`src/rtl/sreg_pkg.sv`:
```
// Shared helpers for the sreg delay line: tap-select clamping and elaboration limits.
// Stage records are {valid, data}; each module declares stage_t from its own DATA_W.
package sreg_pkg;

  localparam int SREG_MAX_DEPTH = 64;

  // Maps a requested delay onto a tap that exists: 0 reads stage 0, oversize reads the last stage.
  function automatic int clamp_dly(input int sel, input int depth);
    if (sel < 1) begin
      return 1;
    end
    if (sel > depth) begin
      return depth;
    end
    return sel;
  endfunction

endpackage

```
`src/rtl/sreg_stage.sv`:
```
// One {valid, data} register of the delay line; clear beats enable, and enable=0 holds.
// Latency 1 enabled cycle; no backpressure, the stage only moves when ce_i is high.
module sreg_stage
  import sreg_pkg::*;
#(
  parameter int DATA_W = 8
) (
  input  logic              clk,
  input  logic              rst_n,
  input  logic              sclr_i,
  input  logic              ce_i,
  input  logic              valid_i,
  input  logic [DATA_W-1:0] data_i,
  output logic              valid_o,
  output logic [DATA_W-1:0] data_o
);

  typedef struct packed {
    logic              valid;
    logic [DATA_W-1:0] data;
  } stage_t;

  stage_t stage_q;
  stage_t stage_d;

  always_comb begin
    stage_d = stage_q;
    if (sclr_i) begin
      stage_d = '0;
    end else if (ce_i) begin
      stage_d.valid = valid_i;
      stage_d.data  = data_i;
    end
  end

  always_ff @(posedge clk or negedge rst_n) begin
    if (!rst_n) begin
      stage_q <= '0;
    end else begin
      stage_q <= stage_d;
    end
  end

  assign valid_o = stage_q.valid;
  assign data_o  = stage_q.data;

endmodule

```
`src/rtl/sreg_delay_line.sv`:
```
// Parametrised delay line with runtime tap select, per-stage valid, fill counter and primed flag.
// Latency = clamped dly_sel enabled cycles (combinational tap mux); SREG_TAPS_EN exposes all stages on taps.
module sreg_delay_line
  import sreg_pkg::*;
#(
  parameter int DATA_W = 8,
  parameter int DEPTH  = 10,
  parameter int DLY_W  = $clog2(DEPTH + 1)
) (
  input  logic                     clk,
  input  logic                     rst_n,
  input  logic                     ce,
  input  logic                     sclr,
  input  logic [DATA_W-1:0]        d,
  input  logic                     d_valid,
  input  logic [DLY_W-1:0]         dly_sel,
  output logic [DATA_W-1:0]        q,
  output logic                     q_valid,
  output logic                     primed,
  output logic [DLY_W-1:0]         fill_cnt,
  output logic [DATA_W*DEPTH-1:0]  taps
);

  if (DEPTH < 1 || DEPTH > SREG_MAX_DEPTH) begin : g_bad_depth
    $error("sreg_delay_line: DEPTH out of range");
  end
  if (DLY_W < $clog2(DEPTH + 1)) begin : g_bad_dly_w
    $error("sreg_delay_line: DLY_W too narrow for DEPTH");
  end

  logic [DEPTH-1:0]  stg_valid;
  logic [DATA_W-1:0] stg_data [DEPTH];

  for (genvar k = 0; k < DEPTH; k++) begin : g_stage
    if (k == 0) begin : g_head
      sreg_stage #(.DATA_W(DATA_W)) u_stage (
        .clk     (clk),
        .rst_n   (rst_n),
        .sclr_i  (sclr),
        .ce_i    (ce),
        .valid_i (d_valid),
        .data_i  (d),
        .valid_o (stg_valid[k]),
        .data_o  (stg_data[k])
      );
    end else begin : g_body
      sreg_stage #(.DATA_W(DATA_W)) u_stage (
        .clk     (clk),
        .rst_n   (rst_n),
        .sclr_i  (sclr),
        .ce_i    (ce),
        .valid_i (stg_valid[k-1]),
        .data_i  (stg_data[k-1]),
        .valid_o (stg_valid[k]),
        .data_o  (stg_data[k])
      );
    end
  end

  logic [DLY_W-1:0] eff;
  assign eff = DLY_W'(clamp_dly(int'(dly_sel), DEPTH));

  // Tap mux stays unregistered so a dly_sel change is visible in the same cycle.
  always_comb begin
    q       = '0;
    q_valid = 1'b0;
    for (int k = 0; k < DEPTH; k++) begin
      if (eff == DLY_W'(k + 1)) begin
        q       = stg_data[k];
        q_valid = stg_valid[k];
      end
    end
  end

  logic [DLY_W-1:0] fill_cnt_q;
  logic [DLY_W-1:0] fill_cnt_d;

  always_comb begin
    fill_cnt_d = fill_cnt_q;
    if (sclr) begin
      fill_cnt_d = '0;
    end else if (ce && (fill_cnt_q != DLY_W'(DEPTH))) begin
      fill_cnt_d = fill_cnt_q + 1'b1;
    end
  end

  always_ff @(posedge clk or negedge rst_n) begin
    if (!rst_n) begin
      fill_cnt_q <= '0;
    end else begin
      fill_cnt_q <= fill_cnt_d;
    end
  end

  assign fill_cnt = fill_cnt_q;
  assign primed   = (fill_cnt_q >= eff);

`ifdef SREG_TAPS_EN
  for (genvar k = 0; k < DEPTH; k++) begin : g_taps
    assign taps[k*DATA_W +: DATA_W] = stg_data[k];
  end
`else
  assign taps = '0;
`endif

endmodule

```
`config.mk`:
```
export PLATFORM = sky130hd
export DESIGN_NAME = sreg_delay_line
export DESIGN_NICKNAME = d
export VERILOG_FILES = /design/src/rtl/sreg_pkg.sv /design/src/rtl/sreg_stage.sv /design/src/rtl/sreg_delay_line.sv
export SDC_FILE = /design/constraint.sdc
export NUM_CORES = 1
export LEC_CHECK = 0
export CORE_MARGIN = 1
export CORE_UTILIZATION = 47
export CTS_BUF_LIST = sky130_fd_sc_hd__clkbuf_4 sky130_fd_sc_hd__clkbuf_8 sky130_fd_sc_hd__clkbuf_16
export CTS_CLUSTER_SIZE = 14
export DETAILED_ROUTE_END_ITERATION = 7
export GPL_TIMING_DRIVEN = 0
export PLACE_DENSITY_LB_ADDON = 0.05
export SLEW_MARGIN = 0
export SYNTH_ARGS = -nofsm -noshare
export SYNTH_HDL_FRONTEND = slang
export SYNTH_SLANG_ARGS = --single-unit
```
`constraint.sdc`:
```
create_clock -name clk -period 2.6 [get_ports clk]
set_input_delay 0.52 -clock clk [delete_from_list [all_inputs] [get_ports clk]]
set_output_delay 0.52 -clock clk [all_outputs]
set_load 0.03 [all_outputs]
```
; ---- Word level (Yosys, flattened, before mapping)
; Index checks and enable logic that the tools add are counted.
; Widths: inputs -> output; s select.
[totals]
out_inout_bits = 94
input_bits = 17
word_cells = 88
reg_bits = 94
[classes]
magnitude_cmp = 3
reduce_logical = 3
muxes = 49
eq_ne = 11
add_sub_neg = 1
[op_table]
columns = operator, count
row1 = $mux 9, 20
row2 = $mux 8, 10
row3 = $mux 4, 5
row4 = $eq 4x3->1 const B, 4
row5 = $mux 1, 14
row6 = $eq 4x4->1 const B, 3
row7 = $eq 4x2->1 const B, 2
row8 = $add 4x1->4 const B, 1
row9 = $eq 4x1->1 const B, 1
row10 = $ge 4x4->1, 1
row11 = $gt 4x4->1 const B, 1
row12 = $lt 4x1->1 const B, 1
row13 = $ne 4x4->1 const B, 1
row14 = $reduce_bool 2->1, 2
row15 = $logic_and 1x1->1, 1

; ---- Depth between registers and ports, before layout
[depth]
ltp_word = 16
depth_mapped = 9
ltp_nobuf = 7

; ---- Hierarchy
; From an unflattened synthesis, not the netlist that was laid out.
[unflattened]
cells_unflattened = 560
hier_area_um2 = 5616.6
[by_module_without_submodules]
columns = module, cells_per_inst, seq_area_each_um2, n_inst, area_per_inst_um2
row1 = sreg_stage, 29, 225.2, 10, 364.1
row2 = sreg_delay_line, 270, 100.1, 1, 1975.6

; ---- Worst setup path before layout
; OpenSTA, ideal clock, no wires.
[synth_path]
path_kind = input to output
start = input dly_sel[0]
end = output primed
stages = 9
t_arrival_ns = 2.301
path_buffers = 3
t_required_ns = 2.080
slack_ns = -0.221
cell_sequence = buf_4 > buf_4 > buf_2 > maj3_1 > ha_1 > nand2b_1 > a21o_1 > a21o_1 > a21o_1
[synth_between]
elab_chain_len = 6
elab_cells_between_ends = 10
classes_between = 3 x order compare / 7 x mux
[synth_lines]
columns = element, line_no
row1 = start: declaration, sreg_delay_line.sv:16  ; input logic [DLY_W-1:0] dly_sel,
row2 = $lt 4x1->1 / $gt 4x4->1 (equally long branches), "sreg_pkg.sv:9, sreg_pkg.sv:12"
row3 = $mux 1 (on tied branches), "sreg_pkg.sv:9, sreg_pkg.sv:12"
row4 = $mux 4 / $mux 1 (equally long branches), sreg_pkg.sv:12  ; if (sel > depth) begin
row5 = $mux 4, sreg_pkg.sv:15  ; return sel;
row6 = $mux 4 *, sreg_pkg.sv:12
row7 = $ge 4x4->1 *, sreg_delay_line.sv:96  ; assign primed = (fill_cnt_q >= eff);
row8 = end: declaration, sreg_delay_line.sv:19  ; output logic primed,
; Every way passes the cells marked *; elsewhere a longest branch is shown, timed or not. The select of a mux whose other input is x is not followed.

; ---- Final worst setup path
[layout_path]
start = input dly_sel[1]
end = output primed
; Same word-level chain as after synthesis.

==> run metrics <==
most common cell after layout, fill and taps aside nor2_1; Worst Setup Start Kind input port; io pins 111; Post-synth EDFFs 0; Netlist Area Pre-Place 5440 sq um; cts hold-fix bufs 0; FILL cells 976; most frequent cells in the layout nor2_1 (103), mux2i_1 (99), buf_4 (96), dfrtp_1 (94), conb_1 (80); largest net degree at the start of global routing 69; Final period util 104%; post-synthesis sequential area ratio 43.2%; Post-Route WL 13300 microns; antenna viol nets, final 0; post-synthesis cell type count 45; Placed Area 6250 sq um; vias in the first global route 3844; Leak 3.54 nW; first-pass GRT wire length 21000 microns; Clock transition at path regs 0.06 ns; Avg Cell Area, Syn 10.0 sq um; Layout Cells excl Fill 817; Seq cells post-synth 94; Reg-to-Reg End fill_cnt[1]; RR Startpoint fill_cnt[0]; hpwl dp 9560 microns; total power 3.47 mW; Vert. Die Dim 110 microns; TritonCTS Sinks 94; gp weighted congestion 0.886; die width 110 microns; Final #Nets 695; Iteration-0 DRC Markers 296; outcome finished with violations; RSZ-0062 raised after global routing yes; WHS 0.0914 ns; I/O Buffers 27; Max clock buf depth 2; GRT Total Usage 23.8%; Max-cap violations 0; crit end category output pin; Worst R2R Setup Slack 1.09 ns; antenna fix cells 0; first-pass iteration count of the detailed router 5; power per cell area 515 nW/um^2; # setup viols final 1; DR vias/cell 5.00; YS warnings 0; actual slew at the worst max-slew pin 0.737 ns; post-layout util 60.7%; Synth-to-Final Area Change 23.6%; Worst Setup SP dly_sel[1]; total gr overflow 0; clk root buf clkbuf_16; CTS tree yes; Skew-Pair Late Insertion Delay 0.35 ns; Residual DRC 0; Die Area 12000 sq um; final hold violation count 0; Num CTS Buffers 9; clock skew 0.00586 ns; Synth Flop Type dfrtp_1; Mapped Cells 543; FP Rows 38; relative slew slack 50.9%; Worst Slack Setup Final -0.0969 ns; Hold Crit Class input port to async pin; core area 11100 sq um; critical path fanouts, max 6; share of cells above drive strength 1 25.4%; final instance area 6730 sq um; Max IR drop VDD 0.338 mV; final period demand of the worst path 2.70 ns; vias post-DR 4082; initial antenna violation count 0; DR WL/cell 16.3 microns; WS Path Type input port to output pin; H-tree Lvls 3; Initial Utilization 49.1%; placed cells 790; Critical Path AT 2.18 ns; Data required, critical path 2.08 ns; Async SR Flop Fraction 100%; failing checks setup timing; R2R cell count 6; fin. max-slew vios 0; fmax 0.371 GHz
==> critical path: stages <==
cell and delay, ns:
buf_8 0.09, buf_6 0.13, nor2_4 0.05, buf_6 0.11
maj3_2 0.32, ha_4 0.21, nand2b_4 0.12, a21o_1 0.15
a21o_1 0.15, a21o_4 0.19, buf_6 0.13
==> registers in the layout (all words and copies together), names as in the netlist <==
name / cells
g_stage.g_head.u_stage.valid_o: 1
fill_cnt: 4
g_stage.g_body.u_stage.valid_o: 9
g_stage.g_body.u_stage.data_o: 72
g_stage.g_head.u_stage.data_o: 8
==> repair_timing <==
item / 4_1_cts / 5_1_grt
setup buffers: 7 / 3
cloned: 1 / 0
pin swaps: 4 / 5
hold endpoints to repair: 0 / 0
gates resized for setup: 76 / 24
setup endpoints to repair: 10 / 8
==> final cells by class <==
type	count	area, sq um	area share, %
well taps	140	175	2.60
clock buffers	12	260	3.87
flip-flops and latches	94	2350	35.0
clock inverters	4	30.0	0.446
plain buffers	115	841	12.5
multi-input cells	406	2690	40.0
repair buffers	39	352	5.23
inverters	7	26.3	0.391
==> through the flow <==
step	worst slack, ns	TNS [ns]
floorplan	-0.00816	-0.00816
global placement	-2.46	-240.65
detailed placement	-1.28	-9.35
CTS	-0.142	-0.142
global route	-0.142	-0.142
finish	-0.0969	-0.0969
==> per-layer routing <==
| metal | GRT usage, % | part of all wire [%] | vias to the layer above |
|---|---|---|---|
| met5 | 0 | 0 | - |
| met4 | 8.76 | 2.1 | 0 |
| met3 | 4.68 | 6.0 | 23 |
| met2 | 37.1 | 47 | 156 |
| met1 | 33.0 | 45 | 1946 |
| li1 | - | - | 1957 |
==> cells in the mapped netlist (2+ instances only) <==
cell type | count | area share, %
nor2_1 | 103 | 7.1
mux2i_1 | 99 | 18
dfrtp_1 | 94 | 43
buf_4 | 83 | 11
o21ai_0 | 19 | 1.7
buf_2 | 17 | 1.6
clkbuf_1 | 10 | 0.69
nand2_1 | 10 | 0.69
nand3b_1 | 10 | 1.4
a21oi_1 | 9 | 0.83
mux2_2 | 9 | 1.9
inv_1 | 7 | 0.48
o221ai_1 | 7 | 1.1
ha_1 | 6 | 1.4
a21o_1 | 5 | 0.69
a32oi_1 | 5 | 0.80
buf_1 | 4 | 0.28
a21boi_0 | 3 | 0.41
a221oi_1 | 3 | 0.48
nor3b_1 | 3 | 0.41
o211a_1 | 3 | 0.55
o211ai_1 | 3 | 0.41
a211oi_1 | 2 | 0.28
a2bb2oi_1 | 2 | 0.32
nand4_1 | 2 | 0.23
nor3_1 | 2 | 0.18
o22ai_1 | 2 | 0.23
o32ai_1 | 2 | 0.32
or3b_1 | 2 | 0.32
xor2_1 | 2 | 0.32
==> worst max path at each step <==
stage	endpoint	slack (ns)
finish	primed	-0.1
global placement	g_stage[3].g_body.u_stage.valid_o	-2.46
floorplan	primed	-0.008
CTS	primed	-0.14
global route	primed	-0.14
detailed placement	primed	-1.28
==> power breakdown <==
part / internal, mW / leakage [nW] / switching, mW
Combinational: 0.262 / 2.10 / 0.427
Clock: 0.715 / 0.143 / 0.559
Sequential: 1.48 / 1.30 / 0.0222
==> cell families (layout without fill, tap and decap cells) <==
logic type | count (synthesis) | count (layout) | synth area share, %
and+or+nand+nor | 141 | 141 | 11.4
buffers and inverters | 122 | 177 | 14.7
muxes | 108 | 108 | 20.1
DFF | 94 | 94 | 43.2
AOI/OAI and AO/OA | 67 | 67 | 8.50
adders and majority gates | 7 | 7 | 1.56
xor gates and xnor gates | 3 | 3 | 0.483
other | 1 | 80 | 0.0689
No activity file was read; power rests on OpenSTA's default activity.
